`src/rtl/led_pulse_stretcher.sv`:
```
// Stretches single-cycle event strobes into fixed-width LED pulses separated by a minimum gap.
// Events that arrive during a pulse are queued in a saturating counter and replayed one pulse each.
module led_pulse_stretcher #(
    parameter int ON_CYCLES  = 8,
    parameter int GAP_CYCLES = 4,
    parameter int PEND_W     = 3
) (
    input  logic              clk,
    input  logic              rst,
    input  logic              EVENT,
    output logic              LED,
    output logic              BUSY,
    output logic [PEND_W-1:0] PENDING,
    output logic              OVERFLOW
);

    localparam int MAX_CYC = (ON_CYCLES > GAP_CYCLES) ? ON_CYCLES : GAP_CYCLES;
    localparam int TW      = $clog2(MAX_CYC) + 1;

    localparam logic [TW-1:0]     ON_LAST  = TW'(ON_CYCLES - 1);
    localparam logic [TW-1:0]     GAP_LAST = TW'(GAP_CYCLES - 1);
    localparam logic [PEND_W-1:0] PEND_MAX = '1;

    typedef enum logic [1:0] {
        IDLE = 2'b00,
        ON   = 2'b01,
        GAP  = 2'b10
    } state_t;

    state_t            state, state_nxt;
    logic [TW-1:0]     timer, timer_nxt;
    logic [PEND_W-1:0] pend_nxt;
    logic              ovf_nxt;
    logic              queue;

    always_ff @(posedge clk) begin
        if (rst) begin
            state    <= IDLE;
            timer    <= '0;
            PENDING  <= '0;
            OVERFLOW <= 1'b0;
            LED      <= 1'b0;
            BUSY     <= 1'b0;
        end else begin
            state    <= state_nxt;
            timer    <= timer_nxt;
            PENDING  <= pend_nxt;
            OVERFLOW <= ovf_nxt;
            LED      <= (state_nxt == ON);
            BUSY     <= (state_nxt != IDLE);
        end
    end

    always_comb begin
        state_nxt = state;
        timer_nxt = timer;
        pend_nxt  = PENDING;
        ovf_nxt   = OVERFLOW;
        queue     = 1'b0;

        case (state)
            IDLE: begin
                timer_nxt = '0;
                if (EVENT) state_nxt = ON;
            end
            ON: begin
                queue = EVENT;
                if (timer == ON_LAST) begin
                    state_nxt = GAP;
                    timer_nxt = '0;
                end else begin
                    timer_nxt = timer + TW'(1);
                end
            end
            GAP: begin
                if (timer == GAP_LAST) begin
                    timer_nxt = '0;
                    // A fresh event here starts the next pulse directly instead of being queued.
                    if (EVENT) begin
                        state_nxt = ON;
                    end else if (PENDING != '0) begin
                        state_nxt = ON;
                        pend_nxt  = PENDING - PEND_W'(1);
                    end else begin
                        state_nxt = IDLE;
                    end
                end else begin
                    queue     = EVENT;
                    timer_nxt = timer + TW'(1);
                end
            end
            default: begin
                state_nxt = IDLE;
                timer_nxt = '0;
            end
        endcase

        if (queue) begin
            if (PENDING == PEND_MAX) ovf_nxt  = 1'b1;
            else                     pend_nxt = PENDING + PEND_W'(1);
        end
    end

    a_busy_state : assert property (@(posedge clk) disable iff (rst)
        BUSY == (state != IDLE));
    a_led_state : assert property (@(posedge clk) disable iff (rst)
        LED == (state == ON));
    a_timer_on : assert property (@(posedge clk) disable iff (rst)
        (state == ON) |-> (timer <= ON_LAST));
    a_timer_gap : assert property (@(posedge clk) disable iff (rst)
        (state == GAP) |-> (timer <= GAP_LAST));
    a_ovf_sticky : assert property (@(posedge clk) disable iff (rst)
        OVERFLOW |=> OVERFLOW);

endmodule

```
`config.mk`:
```
export PLATFORM = sky130hd
export DESIGN_NAME = led_pulse_stretcher
export DESIGN_NICKNAME = d
export VERILOG_FILES = /design/src/rtl/led_pulse_stretcher.sv
export SDC_FILE = /design/constraint.sdc
export NUM_CORES = 1
export LEC_CHECK = 0
export BUFFER_PORTS_ARGS = -buffer_cell sky130_fd_sc_hd__buf_2
export CAP_MARGIN = 20
export CORE_ASPECT_RATIO = 1.2
export CORE_MARGIN = 2
export CORE_UTILIZATION = 45
export DETAILED_ROUTE_END_ITERATION = 10
export HOLD_SLACK_MARGIN = 0.03
export RECOVER_POWER = 100
export SYNTH_ARGS = -nofsm -noshare
export SYNTH_HDL_FRONTEND = slang
export SYNTH_SLANG_ARGS = --single-unit
export TNS_END_PERCENT = 5
```
`constraint.sdc`:
```
create_clock -name clk -period 2.3 [get_ports clk]
set_input_delay 0.345 -clock clk [delete_from_list [all_inputs] [get_ports clk]]
set_output_delay 0.345 -clock clk [all_outputs]
set_load 0.01 [all_outputs]
```
Yosys cells after proc, flatten, opt, wreduce, memory -nomap -nowiden
Index checks and enable logic that the tools add are counted.
{"block": "classes", "add_sub_neg": 3, "eq_ne": 6, "n_mux": 17, "reduce_logical": 4}
{"operator": "2-to-1 mux 3 bit", "count": 6}
{"operator": "2-to-1 mux 4 bit", "count": 2}
{"operator": "case mux 4 bit (2 select lines)", "count": 1}
{"operator": "2-to-1 mux 2 bit", "count": 3}
{"operator": "case mux 2 bit (3 select lines)", "count": 1}
{"operator": "adder 4 x 1 -> 4 bit (second input constant)", "count": 1}
{"operator": "== test 2 x 1 -> 1 bit (second input constant)", "count": 2}
{"operator": "== test 4 x 2 -> 1 bit (second input constant)", "count": 1}
{"operator": "== test 4 x 3 -> 1 bit (second input constant)", "count": 1}
{"operator": "adder 3 x 1 -> 3 bit (second input constant)", "count": 1}
{"operator": "== test 3 bit (second input constant)", "count": 1}
{"operator": "2-to-1 mux 1 bit", "count": 3}
{"operator": "nonzero test 3 bit", "count": 1}
{"operator": "subtractor 3 x 1 -> 3 bit (second input constant)", "count": 1}
{"operator": "== test 2 bit (second input constant)", "count": 1}
{"operator": "zero test 2 bit", "count": 1}
{"operator": "case mux 1 bit (2 select lines)", "count": 1}
{"operator": "AND reduction 2 bit", "count": 1}
{"operator": "nonzero test 2 bit", "count": 1}
{"block": "word_totals", "ff_bits": 12, "out_inout_bits": 6, "wordCells": 36}

Depth between registers and ports, before layout
{"block": "logic_depth", "word_depth": 7, "depth_mapped": 6, "depth_no_buf": 6}

Worst setup path after synthesis
Ideal clock, no wire load.
{"block": "synth_timing", "kind": "register to register", "startpoint": "register PENDING[0]", "endpoint": "register PENDING[1]", "setup_ns": 0.130, "t_arrival_ns": 1.558, "t_required_ns": 2.170, "setup_slack_ns": 0.612, "stages_incl_launch_ff": 6, "path_buffers": 0, "synth_period_minus_slack_ns": 1.688, "path_cell_list": "dfxtp_1 ha_1 ha_1 or4_4 a211oi_2 nor3_1"}
{"block": "synth_between", "elab_chain_cells": 7}
{"element": "from (decl)", "line_no": "13", "source": "output logic [PEND_W-1:0] PENDING,"}
{"element": "from (signal assigned)", "line_no": "47", "source": "PENDING <= pend_nxt;"}
{"element": "subtractor 3 x 1 -> 3 bit / nonzero test 3 bit (equally long branches)", "line_no": "83, 81"}
{"element": "2-to-1 mux 3 bit", "line_no": "81", "source": "end else if (PENDING != '0) begin"}
{"element": "2-to-1 mux 3 bit", "line_no": "79", "source": "if (EVENT) begin"}
{"element": "2-to-1 mux 3 bit", "line_no": "76", "source": "if (timer == GAP_LAST) begin"}
{"element": "2-to-1 mux 3 bit", "line_no": "61", "source": "case (state)"}
{"element": "2-to-1 mux 3 bit", "line_no": "99", "source": "if (PENDING == PEND_MAX) ovf_nxt = 1'b1;"}
{"element": "2-to-1 mux 3 bit (*)", "line_no": "98", "source": "if (queue) begin"}
Every way passes the cells marked *; elsewhere a longest branch is shown, timed or not.
A chain may end at the register's enable or synchronous reset.

Worst setup path after layout
{"block": "layout_timing", "startpoint": "register state[1]", "endpoint": "register PENDING[2]"}
{"block": "layout_between", "elab_chain_cells": 4}
{"element": "from (decl)", "line_no": "30", "source": "state_t state, state_nxt;"}
{"element": "from (signal assigned)", "line_no": "45", "source": "state <= state_nxt;"}
{"element": "== test 2 bit", "line_no": "61"}
{"element": "2-to-1 mux 3 bit", "line_no": "61"}
{"element": "2-to-1 mux 3 bit", "line_no": "99"}
{"element": "2-to-1 mux 3 bit (*)", "line_no": "98"}
Marked as above.

==> impl_metrics.tcl <==
set metrics [dict create \
    final_nets 99 \
    cp_cell_sequence "inv_1 -> ha_1 -> nor4b_1 -> or4_1 -> nor2_1 -> a211oi_1" \
    grt_usage 0.167 \
    viasPerCell 5.37 \
    ctsResizeCount 0 \
    area_growth_pct 8.47 \
    grt_pass1_vias 498 \
    cts_tree "done" \
    diodes 0 \
    hp-class "in2reg" \
    p_clk_frac 0.361 \
    io_pins 9 \
    r2r_cells 6 \
    max_freq_mhz 543 \
    irDropWorstVdd_mv 0.301 \
    hold_ws_ns 0.364 \
    switching_share 0.264 \
    gp_congestion 0.671 \
    startpoint "state[1]" \
    synth_top_area_share 0.339 \
    synth_edf_count 0 \
    synth_nets 88 \
    synth_area_leaders "dfxtp_1 (34%), ha_1 (16%), nor3_1 (4.9%), inv_1 (4.8%), nor2b_1 (3.5%)" \
    gr-total-overflow 0 \
    fin_cells 103 \
    htreeDepth 1 \
    num_vias 553 \
    cts_hold_buffers 0 \
    switchingPower_w 0.000125 \
    drc_errors 0 \
    min_from "rst" \
    clock-root-buffer "clkbuf_4" \
    antenna_left 0 \
    cp_max_fo 5 \
    maxCapViolations 0 \
    outcome "finished, final reports clean" \
    drive_gt1_frac 0.0698 \
    r2r-start "state[1]" \
    finalInstanceArea_sq_um 769 \
    ys_warn_count 0 \
    pwr_density_cell_nw_per_um2 614 \
    min_path_cells 2 \
    wl_per_cell_microns 12.3 \
    power_frac_comb 0.158 \
    dpl-instance-area_sq_um 756 \
    crit_type "reg2reg" \
    design.core.area_sq_um 1460 \
    hold_viol_final 0 \
    period_minus_slack_ns 1.84 \
    synth-seq-cells 12 \
    fin_util 0.526 \
    clock_sinks 12 \
    period_share 0.800 \
    p_seq_frac 0.481 \
    initialDrtViolationCount 3 \
    worstMarginPinSlew_ns 0.525 \
    rsz0062_at_grt "no" \
    synth_top_area_cell "dfxtp_1" \
    start_util 0.485 \
    critical-path-max-stage-delay_ns 0.48 \
    ys_dominant_reg_cell "dfxtp_1" \
    postSynthCellCount 76 \
    die-width_microns 40.2 \
    end_kind "flip-flop" \
    row_count 15 \
    slew_headroom 0.645 \
    drv_slew 0 \
    port_buffers 8 \
    cts.reportedPaths.clkPinSlew_ns 0.08 \
    cts_setup_buffers 0 \
    p_leak_nw 0.316 \
    yosys-top-cells-count "dfxtp_1 (12), ha_1 (9), inv_1 (9)" \
    cts_made_buffers 3 \
    grt_pass1_wl_microns 2070 \
    synth_most_common_cell "dfxtp_1" \
    synth-seq-area-share 0.339 \
    async_flop_share 0 \
    syn_area_sq_um 709 \
    antenna_found_initial 0 \
    dp_hpwl_microns 977 \
    clock_latency_ns 0.27 \
    clk_path_buf_depth 2 \
    finalSetupViolCount 0 \
    grt_max_degree 10 \
    syn_area_per_cell_sq_um 9.33 \
    die_h_microns 47.5 \
    clock_skew_ns 0.00323 \
    p_int_w 0.000348 \
    required_ns 2.48 \
    worstSetupStartpointType "flip-flop" \
    slowest_stage "nor4b_1" \
    synth_cell_types 31 \
    firstDrtPassIters 3 \
    dp.cells 99 \
    finalSetupTns_ns 0 \
    arrival_ns 2.02 \
    routed_wl_microns 1270 \
    dieArea_sq_um 1910 \
]
## path summary, 6_finish.rpt
| check | slack [ns] | end |
|---|---|---|
| setup reg to reg | 0.46 | PENDING[2] |
| hold reg to reg | 0.45 | timer[0] |
| setup / recovery | 0.46 | PENDING[2] |
| hold / removal | 0.36 | OVERFLOW |
## per-stage QoR
stage / power (W) / setup slack [ns]
floorplan: 0.000292 / 0.612
global route: 0.000504 / 0.214
CTS: 0.000485 / 0.558
finish: 0.000473 / 0.459
global placement: 0.000314 / 0.606
detailed placement: 0.000315 / 0.571
## area by class of cell
type / instances / area [sq um]
flip-flops and latches: 12 / 240
repair buffers: 8 / 32.5
clock buffers: 4 / 36.3
multi-input cells: 53 / 405
fillers: 146 / 694
well taps: 17 / 21.3
inverters: 9 / 33.8
## per-layer routing
layer | vias up | GRT usage | share of wire
li1 | 289 | - | -
met1 | 252 | 0.193 | 0.46
met2 | 8 | 0.284 | 0.49
met3 | 4 | 0.0279 | 0.029
met4 | 0 | 0.100 | 0.019
met5 | - | 0 | 0
## kinds of logic after synthesis
kind of cell | after synthesis | synth area share
flops | 12 | 0.339
compound gates | 15 | 0.159
fa+ha+maj | 9 | 0.159
xor+xnor | 2 | 0.0247
buf+inv | 11 | 0.0688
simple gates | 25 | 0.222
mux | 2 | 0.0282
## placed cells by master, fill, tap and decap left out, types with 2 or more instances in the layout
cell,count
clkbuf_4,3
o21ai_0,3
clkbuf_1,6
nor3b_1,2
a211oi_1,2
buf_2,2
ha_1,9
nor2_1,4
xnor2_1,2
nor3_1,7
nor2b_1,4
mux2i_1,2
dfxtp_1,12
inv_1,9
## power by group through the flow
| stage | combinational, W | clock (W) | sequential [W] |
|---|---|---|---|
| after floorplan | 0.0000556 | 0 | 0.000236 |
| after global placement | 0.0000811 | 0 | 0.000233 |
| after detailed placement | 0.0000817 | 0 | 0.000233 |
| after CTS | 0.0000822 | 0.000174 | 0.000228 |
| after global routing | 0.0000870 | 0.000187 | 0.000230 |
| final | 0.0000746 | 0.000171 | 0.000228 |
## sequential cells by signal, summed over array words and instances, names as in the netlist
register,cells
timer,4
PENDING,3
state,2
BUSY,1
LED,1
OVERFLOW,1
## worst max-delay path: cells and delay by family (launching register included)
kind	cells	cell delay (ns)
AND/OR/NAND/NOR	3	0.80
flip-flops	1	0.40
adder cells (fa/ha/maj)	1	0.24
AO/OA/AOI/OAI	1	0.24
buffers and inverters	1	0.08
No activity file was read; power rests on OpenSTA's default activity.
